--- src/rtl/nibble_serial_cla_adder.sv ---
// Nibble-serial wide adder: one 4-bit carry-lookahead slice per clock, start/done handshake.
// Optional two's-complement overflow output enabled by defining NSCA_OVERFLOW_EN.
module nibble_serial_cla_adder #(
  parameter int NIBBLES = 4
) (
  input  logic                   clk,
  input  logic                   rst,
  input  logic                   start,
  input  logic [4*NIBBLES-1:0]   a,
  input  logic [4*NIBBLES-1:0]   b,
  input  logic                   cin,
  output logic                   busy,
  output logic                   done,
  output logic [4*NIBBLES-1:0]   sum,
`ifdef NSCA_OVERFLOW_EN
  output logic                   cout,
  output logic                   ovf
`else
  output logic                   cout
`endif
);

  localparam int W    = 4 * NIBBLES;
  localparam int IDXW = (NIBBLES > 1) ? $clog2(NIBBLES) : 1;

  typedef enum logic {
    IDLE = 1'b0,
    RUN  = 1'b1
  } state_t;

  state_t          r_state;
  logic [W-1:0]    r_a;
  logic [W-1:0]    r_b;
  logic            r_cy;
  logic [IDXW-1:0] r_idx;
  logic [W-1:0]    r_sum;
  logic            r_cout;
  logic            r_busy;
  logic            r_done;

  logic [3:0]      w_an;
  logic [3:0]      w_bn;
  logic [3:0]      w_g;
  logic [3:0]      w_p;
  logic [3:0]      w_c;
  logic            w_c4;
  logic [3:0]      w_s;
  logic            w_last;

  assign w_an   = r_a[{r_idx, 2'b00} +: 4];
  assign w_bn   = r_b[{r_idx, 2'b00} +: 4];
  assign w_last = (r_idx == IDXW'(NIBBLES - 1));

  // Full lookahead: every carry is a flat sum of products of g/p and the slice carry-in.
  always_comb begin
    w_g    = w_an & w_bn;
    w_p    = w_an ^ w_bn;
    w_c    = '0;
    w_c[0] = r_cy;
    w_c[1] = w_g[0] | (w_p[0] & r_cy);
    w_c[2] = w_g[1] | (w_p[1] & w_g[0]) | (w_p[1] & w_p[0] & r_cy);
    w_c[3] = w_g[2] | (w_p[2] & w_g[1]) | (w_p[2] & w_p[1] & w_g[0])
           | (w_p[2] & w_p[1] & w_p[0] & r_cy);
    w_c4   = w_g[3] | (w_p[3] & w_g[2]) | (w_p[3] & w_p[2] & w_g[1])
           | (w_p[3] & w_p[2] & w_p[1] & w_g[0])
           | (w_p[3] & w_p[2] & w_p[1] & w_p[0] & r_cy);
    w_s    = w_p ^ w_c;
  end

`ifdef NSCA_OVERFLOW_EN
  logic r_ovf;
`endif

  always_ff @(posedge clk) begin
    if (rst) begin
      r_state <= IDLE;
      r_a     <= '0;
      r_b     <= '0;
      r_cy    <= 1'b0;
      r_idx   <= '0;
      r_sum   <= '0;
      r_cout  <= 1'b0;
      r_busy  <= 1'b0;
      r_done  <= 1'b0;
`ifdef NSCA_OVERFLOW_EN
      r_ovf   <= 1'b0;
`endif
    end else begin
      r_done <= 1'b0;
      unique case (r_state)
        IDLE: begin
          if (start) begin
            r_a     <= a;
            r_b     <= b;
            r_cy    <= cin;
            r_idx   <= '0;
            r_sum   <= '0;
            r_busy  <= 1'b1;
            r_state <= RUN;
`ifdef NSCA_OVERFLOW_EN
            r_ovf   <= 1'b0;
`endif
          end
        end
        RUN: begin
          r_sum[{r_idx, 2'b00} +: 4] <= w_s;
          r_cy <= w_c4;
          if (w_last) begin
            r_cout  <= w_c4;
            r_done  <= 1'b1;
            r_busy  <= 1'b0;
            r_state <= IDLE;
`ifdef NSCA_OVERFLOW_EN
            r_ovf   <= w_c[3] ^ w_c4;
`endif
          end else begin
            r_idx <= r_idx + 1'b1;
          end
        end
        default: r_state <= IDLE;
      endcase
    end
  end

  assign busy = r_busy;
  assign done = r_done;
  assign sum  = r_sum;
  assign cout = r_cout;
`ifdef NSCA_OVERFLOW_EN
  assign ovf  = r_ovf;
`endif

endmodule
--- config.mk ---
export PLATFORM = sky130hd
export DESIGN_NAME = nibble_serial_cla_adder
export DESIGN_NICKNAME = d
export VERILOG_FILES = /design/src/rtl/nibble_serial_cla_adder.sv
export SDC_FILE = /design/constraint.sdc
export NUM_CORES = 1
export LEC_CHECK = 0
export CAP_MARGIN = 20
export CORE_UTILIZATION = 50
export CTS_CLUSTER_DIAMETER = 100
export CTS_CLUSTER_SIZE = 14
export DETAILED_ROUTE_END_ITERATION = 8
export GPL_TIMING_DRIVEN = 0
export PLACE_DENSITY = 0.75
export SETUP_SLACK_MARGIN = 0.1
export SLEW_MARGIN = 0
export SYNTH_ARGS = -nofsm -noshare
export SYNTH_HDL_FRONTEND = slang
export SYNTH_SLANG_ARGS = --single-unit
--- constraint.sdc ---
create_clock -name clk -period 3 [get_ports clk]
set_clock_uncertainty 0.15 [all_clocks]
set_input_delay 0.3 -clock clk [delete_from_list [all_inputs] [get_ports clk]]
set_output_delay 0.3 -clock clk [all_outputs]
set_load 0.005 [all_outputs]
==> results.txt, run 1 <==
routed via count divided by cell count - 5.24
global-route wire length before repair - 9390 um
I/O pins - 55
CTS H-tree depth - 2
TritonCTS Buffers - 5
worst-margin pin slew - 520 ps
cell-by-cell trace of the critical path - buf_6 > buf_6 > mux4_2 > ha_1 > a21oi_1 > o21ai_2 > xnor2_1 > o31ai_1
CP Launch Type - flop
maximum number of pins on one net before global-route repair - 16
Die Span Y - 72.4 um
unrepaired setup endpoints after global routing - no
number of endpoints with negative hold slack in the final report - 0
total clock sinks - 55
post-layout minimum cycle time - 2680 ps
total grt overflow - 0
global placer's final weighted congestion - 0.878
type of element capturing the critical path - flop
Reg2Reg Depth - 8
vias - 2124
outcome - finished, final reports clean
nets - 383
Int Pwr - 1.06 mW
maximum clock frequency - 0.373 GHz
startpoint-to-endpoint class of the critical path - reg2reg
slew margin rel. - 65.4%
share of total power in sequential cells - 54.3%
count of buffers inserted at the top-level ports - 54
initial drt markers - 125
diodes inserted - 0
worst min-delay path category - reg2reg
WP buf/inv - 2
total wirelength of the detailed-routed design - 5750 um
Routed wire per std cell - 14.2 um
Max stage delay on crit path - 540 ps
floorplan core area - 0.00475 sq mm
number of cells on the critical path - 8
crit share post-route - 89.4%
synthesized netlist net count - 322
Comb pwr share - 18.5%
Switching Fraction - 26.7%
number of global-route vias before repair - 1982
fraction of final layout cells sized beyond drive strength 1 - 10.9%
largest buffer count on any clock path - 2
number of storage elements in the synthesis netlist - 55
total of hold buffers inserted after clock tree synthesis - 0
Switch Pwr - 0.385 mW
mapped cell area - 0.00248 sq mm
static leakage - 1.18 nW
die outline area - 0.00525 sq mm
overall die width - 72.4 um
count of buffers added by post-CTS timing repair for setup - 0
total negative setup slack - 0 ps
starting utilization of the core area - 52.2%
count of cell types in the netlist - 35
required time worst endpoint - 3040 ps
largest fanout on the critical path - 10
number of max-cap violations - 0
root buffer selected by CTS - sky130_fd_sc_hd__clkbuf_8
clock tree from TritonCTS - built
# rows - 25
power density of the placed cells - 452 mW/mm^2
Mean Syn Cell Area - 8.99 sq um
Final Max Tran Viols - 0
worst hold path depth - 2
Worst-path clk slew - 90 ps
drt drc - 0
area growth from synthesis to layout - 28.4%
Tot Pwr - 1.44 mW
antenna violations before repair - 0
gate count after technology mapping - 276
count of yosys warnings during synthesis - 0
post-detailed-placement half-perimeter wirelength - 4400 um
Finish-stage setup viols - 0
cell occurring most often along the worst timing path - sky130_fd_sc_hd__buf_6
Data arrival, critical path - 2720 ps
Pre-Repair DR Iteration Count - 4
cell type of the slowest stage on the worst timing path - sky130_fd_sc_hd__mux4_2
number of antenna-violating nets in the routed design - 0
post-cts sizing count - 0
worst vdd ir - 248 uV
layout filler cell count - 454
insertion delay to the later sink of the worst-skew pair - 310 ps
total track usage - 23.7%
gate family responsible for the most delay along the worst path - multiplexers
part of the total power dissipated in the clock network - 27.2%
sequential share of the synthesized area - 44.4%
-- worst reg2reg max path, delay by kind of cell, from the launching register on --
family	cells	cell delay (ps)
adder cells (fa/ha/maj)	1	380
buffers and inverters	2	340
XOR/XNOR	1	370
multiplexers	1	540
AO/OA/AOI/OAI	3	400
flip-flops	1	380
-- sequential cells by signal (all words and copies together) (netlist names) --
| name | count |
|---|---|
| cout | 1 |
| r_idx | 2 |
| done | 1 |
| r_cy | 1 |
| busy | 1 |
| r_b | 16 |
| r_state | 1 |
| r_a | 16 |
| sum | 16 |
-- Yosys cell counts --
cell type	number	area (sq um)
sky130_fd_sc_hd__nor2b_2	1	8.76
sky130_fd_sc_hd__o311ai_1	4	35.0
sky130_fd_sc_hd__nor2_2	1	6.26
sky130_fd_sc_hd__nand2_1	71	267
sky130_fd_sc_hd__a21o_1	1	7.51
sky130_fd_sc_hd__fa_1	1	20.0
sky130_fd_sc_hd__or2_2	1	6.26
sky130_fd_sc_hd__nor2_1	16	60.1
sky130_fd_sc_hd__o21ai_2	1	8.76
sky130_fd_sc_hd__buf_6	3	33.8
sky130_fd_sc_hd__and3_1	1	6.26
sky130_fd_sc_hd__a21oi_2	4	35.0
sky130_fd_sc_hd__nand4bb_1	1	11.3
sky130_fd_sc_hd__mux4_2	8	180
sky130_fd_sc_hd__nand2_2	1	6.26
sky130_fd_sc_hd__ha_1	9	113
sky130_fd_sc_hd__nand3b_4	1	20.0
sky130_fd_sc_hd__nand3b_1	8	60.1
sky130_fd_sc_hd__nand4b_1	1	8.76
sky130_fd_sc_hd__nor2b_1	1	6.26
sky130_fd_sc_hd__inv_1	6	22.5
sky130_fd_sc_hd__nor3_1	4	20.0
sky130_fd_sc_hd__o31ai_1	4	30.0
sky130_fd_sc_hd__nand2b_1	3	18.8
sky130_fd_sc_hd__buf_2	6	30.0
sky130_fd_sc_hd__clkbuf_1	5	18.8
sky130_fd_sc_hd__xnor2_1	1	8.76
sky130_fd_sc_hd__a311oi_1	1	8.76
sky130_fd_sc_hd__xor2_1	1	8.76
sky130_fd_sc_hd__buf_4	4	30.0
sky130_fd_sc_hd__a22oi_1	8	60.1
sky130_fd_sc_hd__a211oi_1	2	15.0
sky130_fd_sc_hd__a21oi_1	40	200
sky130_fd_sc_hd__dfxtp_1	55	1100
sky130_fd_sc_hd__a32oi_1	1	8.76
-- layout make-up --
| cell class | instances | area (sq um) | share of cell area [%] |
|---|---|---|---|
| buffer | 18 | 113 | 3.53 |
| clock buffer | 7 | 76.3 | 2.39 |
| clock inverter | 1 | 5.00 | 0.157 |
| inverter | 6 | 22.5 | 0.707 |
| multi-input combinational | 197 | 1240 | 39.1 |
| sequential | 55 | 1100 | 34.6 |
| tap | 67 | 83.8 | 2.63 |
| timing repair buffer | 54 | 541 | 17.0 |
-- path summary, 6_finish.rpt --
path / from / to / slack [ps]
setup / recovery: r_idx[0] / sum[3] / 320
setup reg to reg: r_idx[0] / sum[3] / 320
hold reg to reg: r_b[9] / r_b[9] / 310
hold / removal: r_b[9] / r_b[9] / 310
-- power groups by stage --
stage,logic (mW),registers [mW],clock network [mW]
floorplan,0.165,0.793,0
global placement,0.262,0.798,0
detailed placement,0.265,0.799,0
CTS,0.267,0.782,0.395
global route,0.292,0.787,0.421
finish,0.267,0.782,0.392
-- placed cells by master (no fill, tap or decap), types with 3 or more instances in the layout --
cell type | netlist | routed
sky130_fd_sc_hd__dfxtp_1 | 55 | 55
sky130_fd_sc_hd__ha_1 | 9 | 9
sky130_fd_sc_hd__nand2_1 | 71 | 71
sky130_fd_sc_hd__o31ai_1 | 4 | 4
sky130_fd_sc_hd__a21oi_2 | 4 | 4
sky130_fd_sc_hd__o311ai_1 | 4 | 4
sky130_fd_sc_hd__clkbuf_1 | 5 | 7
sky130_fd_sc_hd__buf_4 | 4 | 4
sky130_fd_sc_hd__nor3_1 | 4 | 4
sky130_fd_sc_hd__buf_6 | 3 | 3
sky130_fd_sc_hd__nand2b_1 | 3 | 3
sky130_fd_sc_hd__clkdlybuf4s50_1 | 0 | 54
sky130_fd_sc_hd__buf_2 | 6 | 6
sky130_fd_sc_hd__a21oi_1 | 40 | 40
sky130_fd_sc_hd__mux4_2 | 8 | 8
sky130_fd_sc_hd__nor2_1 | 16 | 16
sky130_fd_sc_hd__nand3b_1 | 8 | 8
sky130_fd_sc_hd__inv_1 | 6 | 6
sky130_fd_sc_hd__clkbuf_8 | 0 | 5
sky130_fd_sc_hd__a22oi_1 | 8 | 8
-- metal layers --
metal | up-vias | wire, um | global-route usage [%]
met5 | - | 0 | 0
li1 | 1076 | - | -
met4 | 0 | 61 | 6.97
met3 | 8 | 271 | 3.75
met2 | 63 | 2640 | 39.1
met1 | 977 | 2780 | 32.0
-- metrics by stage --
| step | hold WS [ps] | cells | util, % | setup slack (ps) | cell area (sq um) |
|---|---|---|---|---|---|
| 2_1_floorplan | 283 | 276 | - | 659 | 2480 |
| 5_1_grt | 329 | 405 | 67.0 | 148 | 3190 |
| 3_5_place_dp | 298 | 397 | 65.3 | 307 | 3110 |
| 6_report | 307 | 405 | 67.0 | 317 | 3190 |
| 3_3_place_gp | 290 | 397 | 65.3 | 332 | 3110 |
| 4_1_cts | 311 | 405 | 67.0 | 294 | 3190 |
-- kinds of logic (layout without fill, tap and decap cells) --
group / count (synthesis) / after routing / share of synthesized area, %
AO/OA/AOI/OAI: 66 / 66 / 16.5
flip-flops: 55 / 55 / 44.4
multiplexers: 8 / 8 / 7.26
AND/OR/NAND/NOR: 111 / 111 / 20.4
buffers and inverters: 24 / 86 / 5.45
adder cells (fa/ha/maj): 10 / 10 / 5.35
XOR/XNOR: 2 / 2 / 0.706
Note: power is estimated with default switching activity, not from simulation.
==> inputs of run 2 (changes only) <==
Settings changed: ABC_AREA set to 1.
==> results.txt, run 2 <==
drt drc - 0
synth cell count leaders - sky130_fd_sc_hd__nor2_1 (90), sky130_fd_sc_hd__dfxtp_1 (55), sky130_fd_sc_hd__o21ai_0 (50)
maximum number of pins on one net before global-route repair - 17
post-detailed-placement half-perimeter wirelength - 4310 um
count of cell types in the netlist - 25
area growth from synthesis to layout - 30.3%
Final Max Tran Viols - 0
fin worst setup slack - 376 ps
Switch Pwr - 0.482 mW
dominant register cell in the synthesized netlist - sky130_fd_sc_hd__dfxtp_1
Int Pwr - 1.20 mW
Mean Syn Cell Area - 7.38 sq um
number of antenna-violating nets in the routed design - 0
Switching Fraction - 28.6%
count of buffers added by post-CTS timing repair for setup - 0
I/O pins - 55
asr flop ratio synth - 0%
diodes inserted - 0
total wirelength of the detailed-routed design - 5910 um
power density of the placed cells - 523 mW/mm^2
fraction of final layout cells sized beyond drive strength 1 - 6.55%
number of storage elements in the synthesis netlist - 55
post-synth top area cell - sky130_fd_sc_hd__dfxtp_1
number of max-cap violations - 0
final worst hold slack - 314 ps
Pre-Repair DR Iteration Count - 4
mapped cell area - 0.00247 sq mm
type of element capturing the critical path - flop
unrepaired setup endpoints after global routing - no
# rows - 25
largest buffer count on any clock path - 2
crit share post-route - 87.5%
post-layout minimum cycle time - 2620 ps
CTS H-tree depth - 2
CP Launch Type - flop
number of endpoints with negative hold slack in the final report - 0
part of the total power dissipated in the clock network - 30.0%
top-count cell post-synth - sky130_fd_sc_hd__nor2_1
maximum clock frequency - 0.381 GHz
layout filler cell count - 447
global placer's final weighted congestion - 0.847
vias - 2356
commonest cells after routing, fill and taps aside - sky130_fd_sc_hd__nor2_1 (90), sky130_fd_sc_hd__dfxtp_1 (54), sky130_fd_sc_hd__clkdlybuf4s50_1 (54)
post-placement worst setup slack - 248 ps
most frequent standard cell in the layout excluding fill and tap cells - sky130_fd_sc_hd__nor2_1
worst vdd ir - 315 uV
die outline area - 0.00523 sq mm
number of global-route vias before repair - 2097
largest fanout on the critical path - 10
count of buffers inserted at the top-level ports - 54
initial drt markers - 226
count of yosys warnings during synthesis - 0
antenna violations before repair - 0
global-route wire length before repair - 9760 um
Die Span Y - 72.3 um
total grt overflow - 0
floorplan core area - 0.00475 sq mm
total track usage - 24.3%
insertion delay to the later sink of the worst-skew pair - 300 ps
sequential share of the synthesized area - 44.6%
synth top area cells - sky130_fd_sc_hd__dfxtp_1 (45%), sky130_fd_sc_hd__nor2_1 (14%), sky130_fd_sc_hd__o21ai_0 (10%)
clock tree from TritonCTS - built
total of hold buffers inserted after clock tree synthesis - 0
outcome - finished, final reports clean
flop-to-flop setup slack - 380 ps
Worst-path clk slew - 90 ps
slew margin rel. - 66.7%
worst-margin pin slew - 500 ps
worst min-delay path category - reg2reg
routed via count divided by cell count - 5.08
TritonCTS Buffers - 5
startpoint-to-endpoint class of the critical path - reg2reg
starting utilization of the core area - 52.0%
Tot Pwr - 1.68 mW
count of flip-flops with a built-in enable after synthesis - 0
Finish-stage setup viols - 0
static leakage - 1.29 nW
Data arrival, critical path - 2710 ps
share of total power in sequential cells - 47.7%
total clock sinks - 55
gate count after technology mapping - 335
Routed wire per std cell - 12.7 um
Comb pwr share - 22.4%
overall die width - 72.3 um
root buffer selected by CTS - sky130_fd_sc_hd__clkbuf_8
required time worst endpoint - 3080 ps
nets - 442
share of the synthesized area in the top cell type - 44.6%
synthesized netlist net count - 381
total negative setup slack - 0 ps
run 2: repair_timing:
action | CTS | global route
endpoints found under the setup margin | 0 | 7
gates resized for setup | 0 | 9
endpoints found under the hold margin | 0 | 0
run 2: worst paths after layout:
path | from | to | depth (start not counted)
worst max register to register | r_idx[0] | sum[5] | 10
worst min register to register | sum[12] | sum[12] | 2
worst min-delay path | sum[12] | sum[12] | 2
worst max-delay path | r_idx[0] | sum[5] | 10
run 2: power groups by stage:
stage	Combinational, mW	Clock [mW]	Sequential (mW)
2_1_floorplan	0.242	0	0.813
3_3_place_gp	0.365	0	0.818
3_5_place_dp	0.370	0	0.820
4_1_cts	0.373	0.512	0.803
5_1_grt	0.426	0.529	0.808
6_report	0.376	0.504	0.803
run 2: kinds of logic (layout without fill, tap and decap cells):
kind of cell	count (synthesis)	count (layout)	synth area share [%]
AND/OR/NAND/NOR	152	152	25.2
AO/OA/AOI/OAI	82	82	18.1
flip-flops	55	55	44.6
buffers and inverters	35	97	6.48
adder cells (fa/ha/maj)	10	10	5.37
XOR/XNOR	1	1	0.354
run 2: per-stage QoR:
stage,cell area [sq um],instances,utilization (%)
floorplan,2470,335,-
global placement,3100,456,65.1
detailed placement,3100,456,65.1
CTS,3210,464,67.6
global route,3220,464,67.7
finish,3220,464,67.7
run 2: critical path, stage by stage, from the launching register on:
cell	delay, ps
sky130_fd_sc_hd__dfxtp_2	380
sky130_fd_sc_hd__inv_1	80
sky130_fd_sc_hd__clkbuf_1	400
sky130_fd_sc_hd__o21ai_0	140
sky130_fd_sc_hd__o22ai_1	370
sky130_fd_sc_hd__fa_1	260
sky130_fd_sc_hd__xor2_1	300
sky130_fd_sc_hd__nand2_1	80
sky130_fd_sc_hd__nor2_1	150
sky130_fd_sc_hd__nand2_1	80
sky130_fd_sc_hd__a21oi_1	150
run 2: area by class of cell:
| class | count | area (sq um) | share of cell area, % |
|---|---|---|---|
| Multi-Input combinational cell | 245 | 1210 | 37.6 |
| Inverter | 16 | 62.6 | 1.94 |
| Timing Repair Buffer | 54 | 541 | 16.8 |
| Tap cell | 67 | 83.8 | 2.60 |
| Clock buffer | 6 | 82.6 | 2.57 |
| Buffer | 19 | 103 | 3.19 |
| Sequential cell | 55 | 1100 | 34.2 |
| Clock inverter | 2 | 35.0 | 1.09 |
run 2: layer usage:
layer	vias to the layer above	share of wire [%]	track usage (%)
li1	1219	-	-
met1	1060	46	31.1
met2	73	49	42.2
met3	4	5.0	4.17
met4	0	0.64	6.97
met5	-	0	0
==> inputs of run 3 (changes only) <==
Settings changed: CORE_MARGIN set to 2, CTS_CLUSTER_DIAMETER 100 to 200.
Clock period 3 ns to 3.2 ns, I/O delays scaled along.
==> results.txt, run 3 (synthesized netlist as in run 2, its figures left out) <==
fin worst setup slack - 322 ps
total wirelength of the detailed-routed design - 6170 um
type of element capturing the critical path - flop
largest fanout on the critical path - 10
diodes inserted - 0
power density of the placed cells - 493 mW/mm^2
post-detailed-placement half-perimeter wirelength - 4510 um
Storage cell area - 0.00110 sq mm
post-cts sizing count - 0
worst min-delay path category - reg2reg
Final Max Tran Viols - 0
# rows - 25
maximum clock frequency - 0.347 GHz
worst-margin pin slew - 592 ps
Data arrival, critical path - 2970 ps
post-layout minimum cycle time - 2880 ps
CP Launch Type - flop
crit share post-route - 89.9%
area growth from synthesis to layout - 30.0%
vias - 2383
count of buffers added by post-CTS timing repair for setup - 0
layout filler cell count - 451
post-placement worst setup slack - 457 ps
final worst hold slack - 315 ps
initial drt markers - 155
I/O pins - 55
slew margin rel. - 60.5%
starting utilization of the core area - 52.0%
Routed wire per std cell - 13.3 um
antenna violations before repair - 0
CTS H-tree depth - 2
total track usage - 24.2%
combined area of the multi-input logic cells - 0.00121 sq mm
Die Span Y - 74.3 um
global placer's final weighted congestion - 0.859
insertion delay to the later sink of the worst-skew pair - 310 ps
startpoint-to-endpoint class of the critical path - reg2reg
most frequent standard cell in the layout excluding fill and tap cells - sky130_fd_sc_hd__nor2_1
TritonCTS Buffers - 5
number of endpoints with negative hold slack in the final report - 0
number of global-route vias before repair - 2174
nets - 442
unrepaired setup endpoints after global routing - no
total grt overflow - 0
global-route wire length before repair - 10000 um
Finish-stage setup viols - 0
total negative setup slack - 0 ps
required time worst endpoint - 3290 ps
Pre-Repair DR Iteration Count - 4
number of max-cap violations - 0
number of antenna-violating nets in the routed design - 0
worst vdd ir - 356 uV
static leakage - 1.28 nW
die outline area - 0.00552 sq mm
count of buffers inserted at the top-level ports - 54
largest buffer count on any clock path - 2
clock tree from TritonCTS - built
root buffer selected by CTS - sky130_fd_sc_hd__clkbuf_8
overall die width - 74.3 um
outcome - finished, final reports clean
routed via count divided by cell count - 5.14
total of hold buffers inserted after clock tree synthesis - 0
maximum number of pins on one net before global-route repair - 17
floorplan core area - 0.00475 sq mm
commonest cells after routing, fill and taps aside - sky130_fd_sc_hd__nor2_1 (90), sky130_fd_sc_hd__dfxtp_1 (55), sky130_fd_sc_hd__clkdlybuf4s50_1 (54)
total clock sinks - 55
drt drc - 0
Worst-path clk slew - 100 ps
fraction of final layout cells sized beyond drive strength 1 - 5.29%
==> run 3: cell counts in the layout (fill, tap and decap cells not counted) <==
Identical to the previous run, type by type.
==> run 3: metrics by stage <==
step / cell area (sq um) / utilization (%) / power [mW] / instances
after detailed placement: 3100 / 65.1 / 1.12 / 456
final: 3210 / 67.6 / 1.59 / 464
after CTS: 3210 / 67.6 / 1.59 / 464
after floorplan: 2470 / - / 0.989 / 335
after global routing: 3210 / 67.6 / 1.66 / 464
after global placement: 3100 / 65.1 / 1.11 / 456
==> run 3: cell type report <==
cell class	instances	share of cell area, %
clock buffer	6	2.57
inverter	16	1.95
tap	67	2.61
buffer	19	3.04
multi-input combinational	245	37.7
sequential	55	34.3
timing repair buffer	54	16.8
clock inverter	2	1.09
==> run 3: worst paths after layout <==
path / startpoint / to / slack [ps] / depth (start not counted)
worst max-delay path: r_idx[0] / sum[7] / 320 / 11
worst max register to register: r_idx[0] / sum[7] / 320 / 11
worst min-delay path: sum[10] / sum[10] / 310 / 2
worst min register to register: sum[10] / sum[10] / 310 / 2
==> run 3: per-layer routing <==
| layer | GRT usage (%) | vias up | part of all wire, % |
|---|---|---|---|
| li1 | - | 1221 | - |
| met1 | 30.5 | 1083 | 46 |
| met2 | 41.2 | 69 | 48 |
| met3 | 4.74 | 10 | 4.2 |
| met4 | 8.73 | 0 | 1.6 |
| met5 | 0 | - | 0 |
==> run 3: where the power goes <==
group	switching, mW	leakage, nW	internal (mW)
Sequential	0.0257	0.452	0.728
Combinational	0.207	0.763	0.144
Clock	0.227	0.0612	0.254
==> run 3: worst max-delay path, stage by stage (launching register included) <==
cell and delay (ps):
sky130_fd_sc_hd__dfxtp_1 520, sky130_fd_sc_hd__clkbuf_1 450, sky130_fd_sc_hd__o21ai_0 180, sky130_fd_sc_hd__o22ai_1 430, sky130_fd_sc_hd__ha_1 330, sky130_fd_sc_hd__nand2_1 70
sky130_fd_sc_hd__nand2_1 50, sky130_fd_sc_hd__nand2_1 70, sky130_fd_sc_hd__nand3_1 70, sky130_fd_sc_hd__nand2_1 170, sky130_fd_sc_hd__nand4_1 150, sky130_fd_sc_hd__a21oi_1 170
